`src/rtl/traffic_light_controller.sv`:
```
// rtl/traffic_light_controller.sv - fixed-time two-road traffic light sequencer
// Ports: clk     - system clock, all state changes on its rising edge
//        rst     - synchronous active-high reset
//        lightWE - West-East lamps, one-hot: bit2 red, bit1 yellow, bit0 green
//        lightNS - North-South lamps, same encoding
// Build option: TRAFFIC_LIGHT_ALLRED_EN inserts all-red clearance phases
//               (NS_CLR, WE_CLR) after each yellow.
module traffic_light_controller #(
    parameter int GREEN_TIME  = 30,
    parameter int YELLOW_TIME = 5,
    parameter int ALLRED_TIME = 2,
    parameter int TIMER_W     = 8
) (
    input  logic       clk,
    input  logic       rst,
    output logic [2:0] lightWE,
    output logic [2:0] lightNS
);

    // Terminal counts; a zero duration behaves as a one-cycle phase.
    localparam logic [TIMER_W-1:0] GRN_LAST =
        TIMER_W'((GREEN_TIME > 1) ? GREEN_TIME - 1 : 0);
    localparam logic [TIMER_W-1:0] YEL_LAST =
        TIMER_W'((YELLOW_TIME > 1) ? YELLOW_TIME - 1 : 0);
    localparam logic [TIMER_W-1:0] CLR_LAST =
        TIMER_W'((ALLRED_TIME > 1) ? ALLRED_TIME - 1 : 0);

    localparam logic [2:0] LAMP_RED = 3'b100;
    localparam logic [2:0] LAMP_YEL = 3'b010;
    localparam logic [2:0] LAMP_GRN = 3'b001;

    typedef enum logic [2:0] {
        NS_GRN = 3'd0,
        NS_YEL = 3'd1,
        NS_CLR = 3'd2,
        WE_GRN = 3'd3,
        WE_YEL = 3'd4,
        WE_CLR = 3'd5
    } state_t;

    state_t             state;
    state_t             state_next;
    logic [TIMER_W-1:0] count;
    logic [TIMER_W-1:0] count_next;
    logic [TIMER_W-1:0] phase_last;
    logic               done;

    always_ff @(posedge clk) begin
        if (rst) begin
            state <= NS_GRN;
            count <= '0;
        end else begin
            state <= state_next;
            count <= count_next;
        end
    end

    // Duration lookup is shared by both roads.
    always_comb begin
        phase_last = '0;
        case (state)
            NS_GRN, WE_GRN: phase_last = GRN_LAST;
            NS_YEL, WE_YEL: phase_last = YEL_LAST;
            NS_CLR, WE_CLR: phase_last = CLR_LAST;
            default:        phase_last = '0;
        endcase
    end

    always_comb begin
        state_next = state;
        done       = (count == phase_last);
        count_next = done ? '0 : count + 1'b1;
        case (state)
            NS_GRN: if (done) state_next = NS_YEL;
`ifdef TRAFFIC_LIGHT_ALLRED_EN
            NS_YEL: if (done) state_next = NS_CLR;
            NS_CLR: if (done) state_next = WE_GRN;
            WE_GRN: if (done) state_next = WE_YEL;
            WE_YEL: if (done) state_next = WE_CLR;
            WE_CLR: if (done) state_next = NS_GRN;
`else
            NS_YEL: if (done) state_next = WE_GRN;
            WE_GRN: if (done) state_next = WE_YEL;
            WE_YEL: if (done) state_next = NS_GRN;
`endif
            // Illegal encodings (and clear states when they are not built)
            // restart the cycle cleanly.
            default: begin
                state_next = NS_GRN;
                count_next = '0;
            end
        endcase
    end

    // Both roads default to red so any non-green/yellow state is all-red.
    always_comb begin
        lightNS = LAMP_RED;
        lightWE = LAMP_RED;
        case (state)
            NS_GRN:  lightNS = LAMP_GRN;
            NS_YEL:  lightNS = LAMP_YEL;
            WE_GRN:  lightWE = LAMP_GRN;
            WE_YEL:  lightWE = LAMP_YEL;
            default: ;
        endcase
    end

endmodule

```
`config.mk`:
```
export PLATFORM = sky130hd
export DESIGN_NAME = traffic_light_controller
export DESIGN_NICKNAME = d
export VERILOG_FILES = /design/src/rtl/traffic_light_controller.sv
export SDC_FILE = /design/constraint.sdc
export NUM_CORES = 1
export LEC_CHECK = 0
export ABC_CLOCK_PERIOD_IN_PS = 4500
export CAP_MARGIN = 20
export CORE_AREA = 2 2 39 41
export DETAILED_ROUTE_END_ITERATION = 7
export DIE_AREA = 0 0 41 43
export PLACE_DENSITY = 0.74
export SETUP_SLACK_MARGIN = 0.3
export SLEW_MARGIN = 10
export SYNTH_ARGS = -nofsm -noshare
export SYNTH_HDL_FRONTEND = slang
export SYNTH_SLANG_ARGS = --single-unit
```
`constraint.sdc`:
```
create_clock -name clk -period 4.5 [get_ports clk]
set_clock_uncertainty 0.2 [all_clocks]
set_input_delay 0.675 -clock clk [delete_from_list [all_inputs] [get_ports clk]]
set_output_delay 0.675 -clock clk [all_outputs]
set_load 0.01 [all_outputs]
```
Word level (Yosys, flattened, before mapping):

Index checks and enable logic that the tools add are counted.

* register bits after elaboration: 11
* input port bits: 2
* output and inout port bits: 6
* logic and storage cells: 29

* $add $sub $neg: 1
* equality and inequality tests: 10
* mux-type cells: 8
* bitwise logic cells: 1
* reductions and logical operators: 7

Operators with widths (count)
* one-hot mux 5 bit (3 select lines): 1
* two-way mux 3 bit: 4
* one-hot mux 3 bit (2 select lines): 2
* one-hot mux 3 bit (4 select lines): 1
* adder 8 x 1 -> 8 bit (second input constant): 1
* == test 8 bit: 1
* != test 2 bit (second input constant): 4
* == test 3 x 2 -> 1 bit (second input constant): 2
* == test 3 bit (second input constant): 2
* OR reduction 2 bit: 3
* AND reduction 4 bit: 1
* OR reduction 4 bit: 1
* == test 3 x 1 -> 1 bit (second input constant): 1
* zero test 3 bit: 1
* OR reduction 3 bit: 1
* NOT 1 bit: 1

Logic depth before layout (Yosys ltp):

* word-level depth: 6
* mapped depth: 5

Worst setup path before layout:

OpenSTA, ideal clock, no wires.

* path kind: register -> register
* start: register state[1]
* end: register state[0]
* library setup time: 0.121 ns
* data arrival time: 1.755 ns
* path slack: 2.424 ns
* cell stages (with the launch flop): 6
* buffers on the path: 1
* clock period less this slack: 2.076 ns
* cell sequence: dfxtp_1 -> buf_4 -> nor2b_1 -> or4_4 -> a2111oi_4 -> mux2_4

* word-level cells in the longest chain between the ends: 6
* elaborated cells on any way between the ends: 17
* those cells by class: eq/ne: 10; mux: 2; reduce/logical: 5

Ends and longest elaborated chain
* start, declared: RTL line 41 `state_t state;`
* start signal, assigned: RTL line 53 `state <= state_next;`
* == test 3 x 2 -> 1 bit (tied with other cells): RTL line 61 `case (state)`
* OR reduction 2 bit: RTL line 61
* one-hot mux 5 bit (3 select lines): RTL line 61
* == test 8 bit: RTL line 71 `done = (count == phase_last);`
* != test 2 bit (no line)
* AND reduction 4 bit (no line)

Several ways; a longest one is shown, not always the timed one.
A chain may end at the register's enable or synchronous reset.

Worst setup path in the final report:

* start: register state[2]
* end: output lightWE[1]

* word-level cells in the longest chain between the ends: 2
* elaborated cells on any way between the ends: 3
* those cells by class: eq/ne: 2; mux: 1

Ends and longest elaborated chain
* == test 3 bit or == test 3 x 2 -> 1 bit (tied branches): RTL line 99 `case (state)`
* one-hot mux 3 bit (2 select lines) (*): RTL line 99
* end, declared: RTL line 16 `output logic [2:0] lightWE,`

Every way passes the cells marked *; elsewhere a longest branch is shown, timed or not.

==> results by stage <==
Run status:
- The flow ran to the end, and the final reports show no timing, DRC or antenna violations.

Die:
- The floorplan step defined a die boundary enclosing 1760 sq um.
- In this run the standard cell core region covers ~1400 sq um.
- Row generation in the floorplan step produced 14 rows.
- The I/O pin count is 8.
- For this configuration, the core starts out at a cell density of 46.4%.
- The vertical die dimension is 43 microns.
- The horizontal extent of the die is 41 microns.

Timing:
- On the final layout, the worst hold slack is 314 ps.
- Setup repair after global routing left no endpoint under its margin.
- The pin slew with the least headroom to its limit is roughly 530 ps.
- The worst path uses a little under three fifths of the clock period.
- The worst slew margin relative to its limit is between 60% and 70%.
- For this run, the top clock speed supported by timing is roughly 390 MHz.
- The summed negative setup slack over all endpoints is 0 ps.
- The count of final max-slew check failures came to 0.
- The minimum clock period is 2560 ps.
- The final-report hold violation count is 0.
- The number of failing setup endpoints in the final timing report is 0.

Logic synthesis:
- The share of synthesized registers carrying an async set or reset is 0%.
- The top flip-flop cell by instance count after synthesis is sky130_fd_sc_hd__dfxtp_1.
- The average cell area after synthesis is 9.58 sq um.
- Summing the areas of all fa, ha and maj instances in the mapped netlist gives 1.95% of the synthesized area.
- In this run, distinct cell masters in the synthesized netlist total 25.
- The post-synthesis instance area is between 600 and 700 sq um.
- After technology mapping, the gate count stands at 67.
- After synthesis the netlist holds a flip-flop and latch count of 11.
- Summing the areas of all xor and xnor instances in the mapped netlist gives 12.3% of the synthesized area.
- Yosys printed 0 warnings.
- The sequential area share after synthesis is 34.3%.
- Of the total synthesized cell area, the portion taken by AND, OR, NAND and NOR gates is about 30%.
- The net count after synthesis is 70.
- The largest family of logic cells by synthesized area is simple AND/OR/NAND/NOR gates.
- The post-synthesis mux area share is 7.02%.
- The compound-gate portion of the synthesized area is a little over a tenth.
- The number of flops mapped to enable cells by yosys is 0.

Cells and area:
- For this run, the share of the core covered by cells in the final layout is between 50 and 60%.
- The footprint of the multi-input gates is 395 sq um.
- The final cell area excluding filler cells is approximately 740 sq um.
- Relative to the synthesized area, the layout overhead comes to 15.4%.
- The sequential cells in the finished layout cover a total of 220 sq um.
- The number of antenna repair diodes is 0.
- In the final layout, the share of cells above drive strength 1 is ~17%.
- Fill cells in the final layout number 130.
- The number of nets in the final layout is 79.

Power and ir drop:
- The peak supply drop is 0.000191 V.
- After layout, the design draws a total of 0.181 mW.
- The total leakage power is 0.243 nW.
- Per report_power, the clock group accounts for 36.6% of the total.
- Net switching is around a quarter of the power.
- The design internal power is 0.138 mW.
- The power density normalized to cell area is 244 nW/um^2.
- In this run, the combinational gates consume 6.9% of the power.
- In this run, flip-flops and latches consume 56.5% of the power.
- The switching power total is 0.0427 mW.

Routing:
- The post-route antenna net violation count is 0.
- After detailed routing, the average wire length per cell comes to between 10 and 15 microns.
- In the detailed route, the total length drawn on met2 is 560 microns.
- The number of vias per cell after detailed routing is 5.18.
- After detailed routing, the total wire length is around 1100 microns.
- The starting DRC count in detailed routing is 6.
- In the routed design, unresolved DRC markers number 0.
- The uppermost layer routed is met3.
- The detailed route wirelength on metal3 is about 29 microns.
- The first TritonRoute pass finished after 4 iterations.
- The total number of vias is 471.
- In the final routing, the length of wire on met1 measures 493 microns.

Worst setup path:
- The source of the worst register-to-register timing path is state[1].
- The cell class contributing the biggest share of worst-path delay is buffers and inverters.
- The count of buffering cells on the critical path with inverters included is 1.
- The startpoint-to-endpoint class of the critical path is reg -> out.
- For the worst setup path, the data required time is 3620 ps.
- Of all nets on the critical path, the largest fanout is 8.
- In this design, the stage delay of the slowest critical-path cell is 610 ps.
- The signal on the critical path passes through nor3b_1 -> clkdlybuf4s50_1.
- The startpoint type of the worst setup path is a flip-flop.
- The worst setup path is captured at an output port.
- The setup check on the worst reg-to-reg path leaves a slack of about 2300 ps.
- The worst path arrival time is 1680 ps.
- The critical register-to-register path endpoint is state[0].
- The critical path starts at state[2].
- The number of cells on the critical path is 2.
- The largest individual stage delay along the critical path comes from the cell sky130_fd_sc_hd__clkdlybuf4s50_1.
- For the worst flop-to-flop path, the logic depth is 4.

Global routing:
- In the global route stage, overall resource usage came out at roughly 16%.
- The largest net degree at the start of global routing is 10.
- The total overflow left after global routing is 0.
- The first global-routing pass estimated 1880 microns of wire.
- The initial antenna violation count is 0.
- The via count of the first global-routing pass came to between 400 and 500.

Clock tree:
- TritonCTS built the clock tree.
- In this run, post-CTS repair resized a total of 0 instances.
- No sink is reached through more buffers than the 2 on the longest clock path.
- The register clock-pin slew on the reported worst setup and hold paths is ~70 ps.
- The H-tree level count is 1.
- Clock tree synthesis selected as its root buffer the cell sky130_fd_sc_hd__clkbuf_4.
- The total setup buffers inserted after CTS is 0.
- The clock insertion delay at the later pin of the skew report is 270 ps.
- The count of hold buffers inserted by post-cts repair is 0.
- The total number of clock tree sinks is 11.
- The number of clock buffers added by TritonCTS is 3.

Min path:
- The number of cells traversed by the worst hold path is 1.
- The end of the worst hold path is count[0].
- In this run the most critical hold path is launched from count[0].
- The classification of the worst-slack hold path is reg -> reg.

Placed design:
- The placed cell area is around 710 sq um.
- Buffers placed on the I/O ports in this run total 7.
- The placer's final routability congestion estimate is 0.832.
- Summed over all nets, the half-perimeter wirelength after detailed placement is 790 microns.

Flow run:
- The count of max-cap constraint violations is 0.
## cells by family after synthesis
| logic type | after synthesis |
|---|---|
| XOR/XNOR | 9 |
| multiplexers | 4 |
| buffers and inverters | 5 |
| AO/OA/AOI/OAI | 3 |
| adder cells (fa/ha/maj) | 1 |
| flip-flops | 11 |
| AND/OR/NAND/NOR | 34 |
## registers in the layout (all words and copies together) (netlist names)
register,flops
state,3
count,8
## cell usage in the layout, fill, tap and decap left out, types with 2 or more instances in the layout
cell type,count
sky130_fd_sc_hd__nand2b_1,3
sky130_fd_sc_hd__nand2_1,2
sky130_fd_sc_hd__dfxtp_1,11
sky130_fd_sc_hd__inv_1,2
sky130_fd_sc_hd__clkbuf_4,3
sky130_fd_sc_hd__nor3b_1,2
sky130_fd_sc_hd__nor2_1,8
sky130_fd_sc_hd__mux2i_1,3
sky130_fd_sc_hd__nor3_1,8
sky130_fd_sc_hd__nand3_1,3
sky130_fd_sc_hd__a2111oi_4,2
sky130_fd_sc_hd__clkdlybuf4s50_1,7
sky130_fd_sc_hd__xnor2_1,5
sky130_fd_sc_hd__xor2_1,4
## how the worst max path moves through the flow
stage                     slack (ps)         end
after floorplan                 2420    state[0]
after global placement          2270  lightWE[1]
after detailed placement        2240  lightWE[1]
after CTS                       1940  lightWE[1]
after global routing            1780  lightWE[1]
final                           1940  lightWE[1]
## synth_stat cells, types with 2 or more instances
library cell	instances	area [sq um]
sky130_fd_sc_hd__nand2_1	2	7.51
sky130_fd_sc_hd__nand2b_1	3	18.8
sky130_fd_sc_hd__mux2i_1	3	30.0
sky130_fd_sc_hd__nor3b_1	2	15.0
sky130_fd_sc_hd__inv_1	2	7.51
sky130_fd_sc_hd__dfxtp_1	11	220
sky130_fd_sc_hd__buf_4	2	15.0
sky130_fd_sc_hd__xor2_1	4	35.0
sky130_fd_sc_hd__nor3_1	8	40.0
sky130_fd_sc_hd__a2111oi_4	2	55.1
sky130_fd_sc_hd__nor2_1	8	30.0
sky130_fd_sc_hd__xnor2_1	5	43.8
sky130_fd_sc_hd__nand3_1	3	15.0
## per-stage QoR
step / instances / setup slack, ps
6_report: 91 / 1940
5_1_grt: 91 / 1780
4_1_cts: 91 / 1940
3_5_place_dp: 87 / 2240
3_3_place_gp: 87 / 2270
2_1_floorplan: 67 / 2420
## power groups by stage
stage / sequential, mW / combinational, mW / clock, mW
after floorplan: 0.104 / 0.0102 / 0
after global placement: 0.104 / 0.0122 / 0
after detailed placement: 0.104 / 0.0124 / 0
after CTS: 0.102 / 0.0125 / 0.0690
after global routing: 0.102 / 0.0140 / 0.0742
final: 0.102 / 0.0124 / 0.0661
## cell type report
type	instances	area share, %
flip-flops and latches	11	29.7
clock buffers	3	3.04
multi-input cells	51	53.4
repair buffers	7	9.46
inverters	2	1.01
clock inverters	1	0.676
well taps	16	2.70
## layer usage
layer,GRT usage (%),vias up
li1,-,252
met1,20.7,212
met2,22.8,7
met3,4.71,0
met4,10.0,0
met5,0,-
No activity file was read; power rests on OpenSTA's default activity.
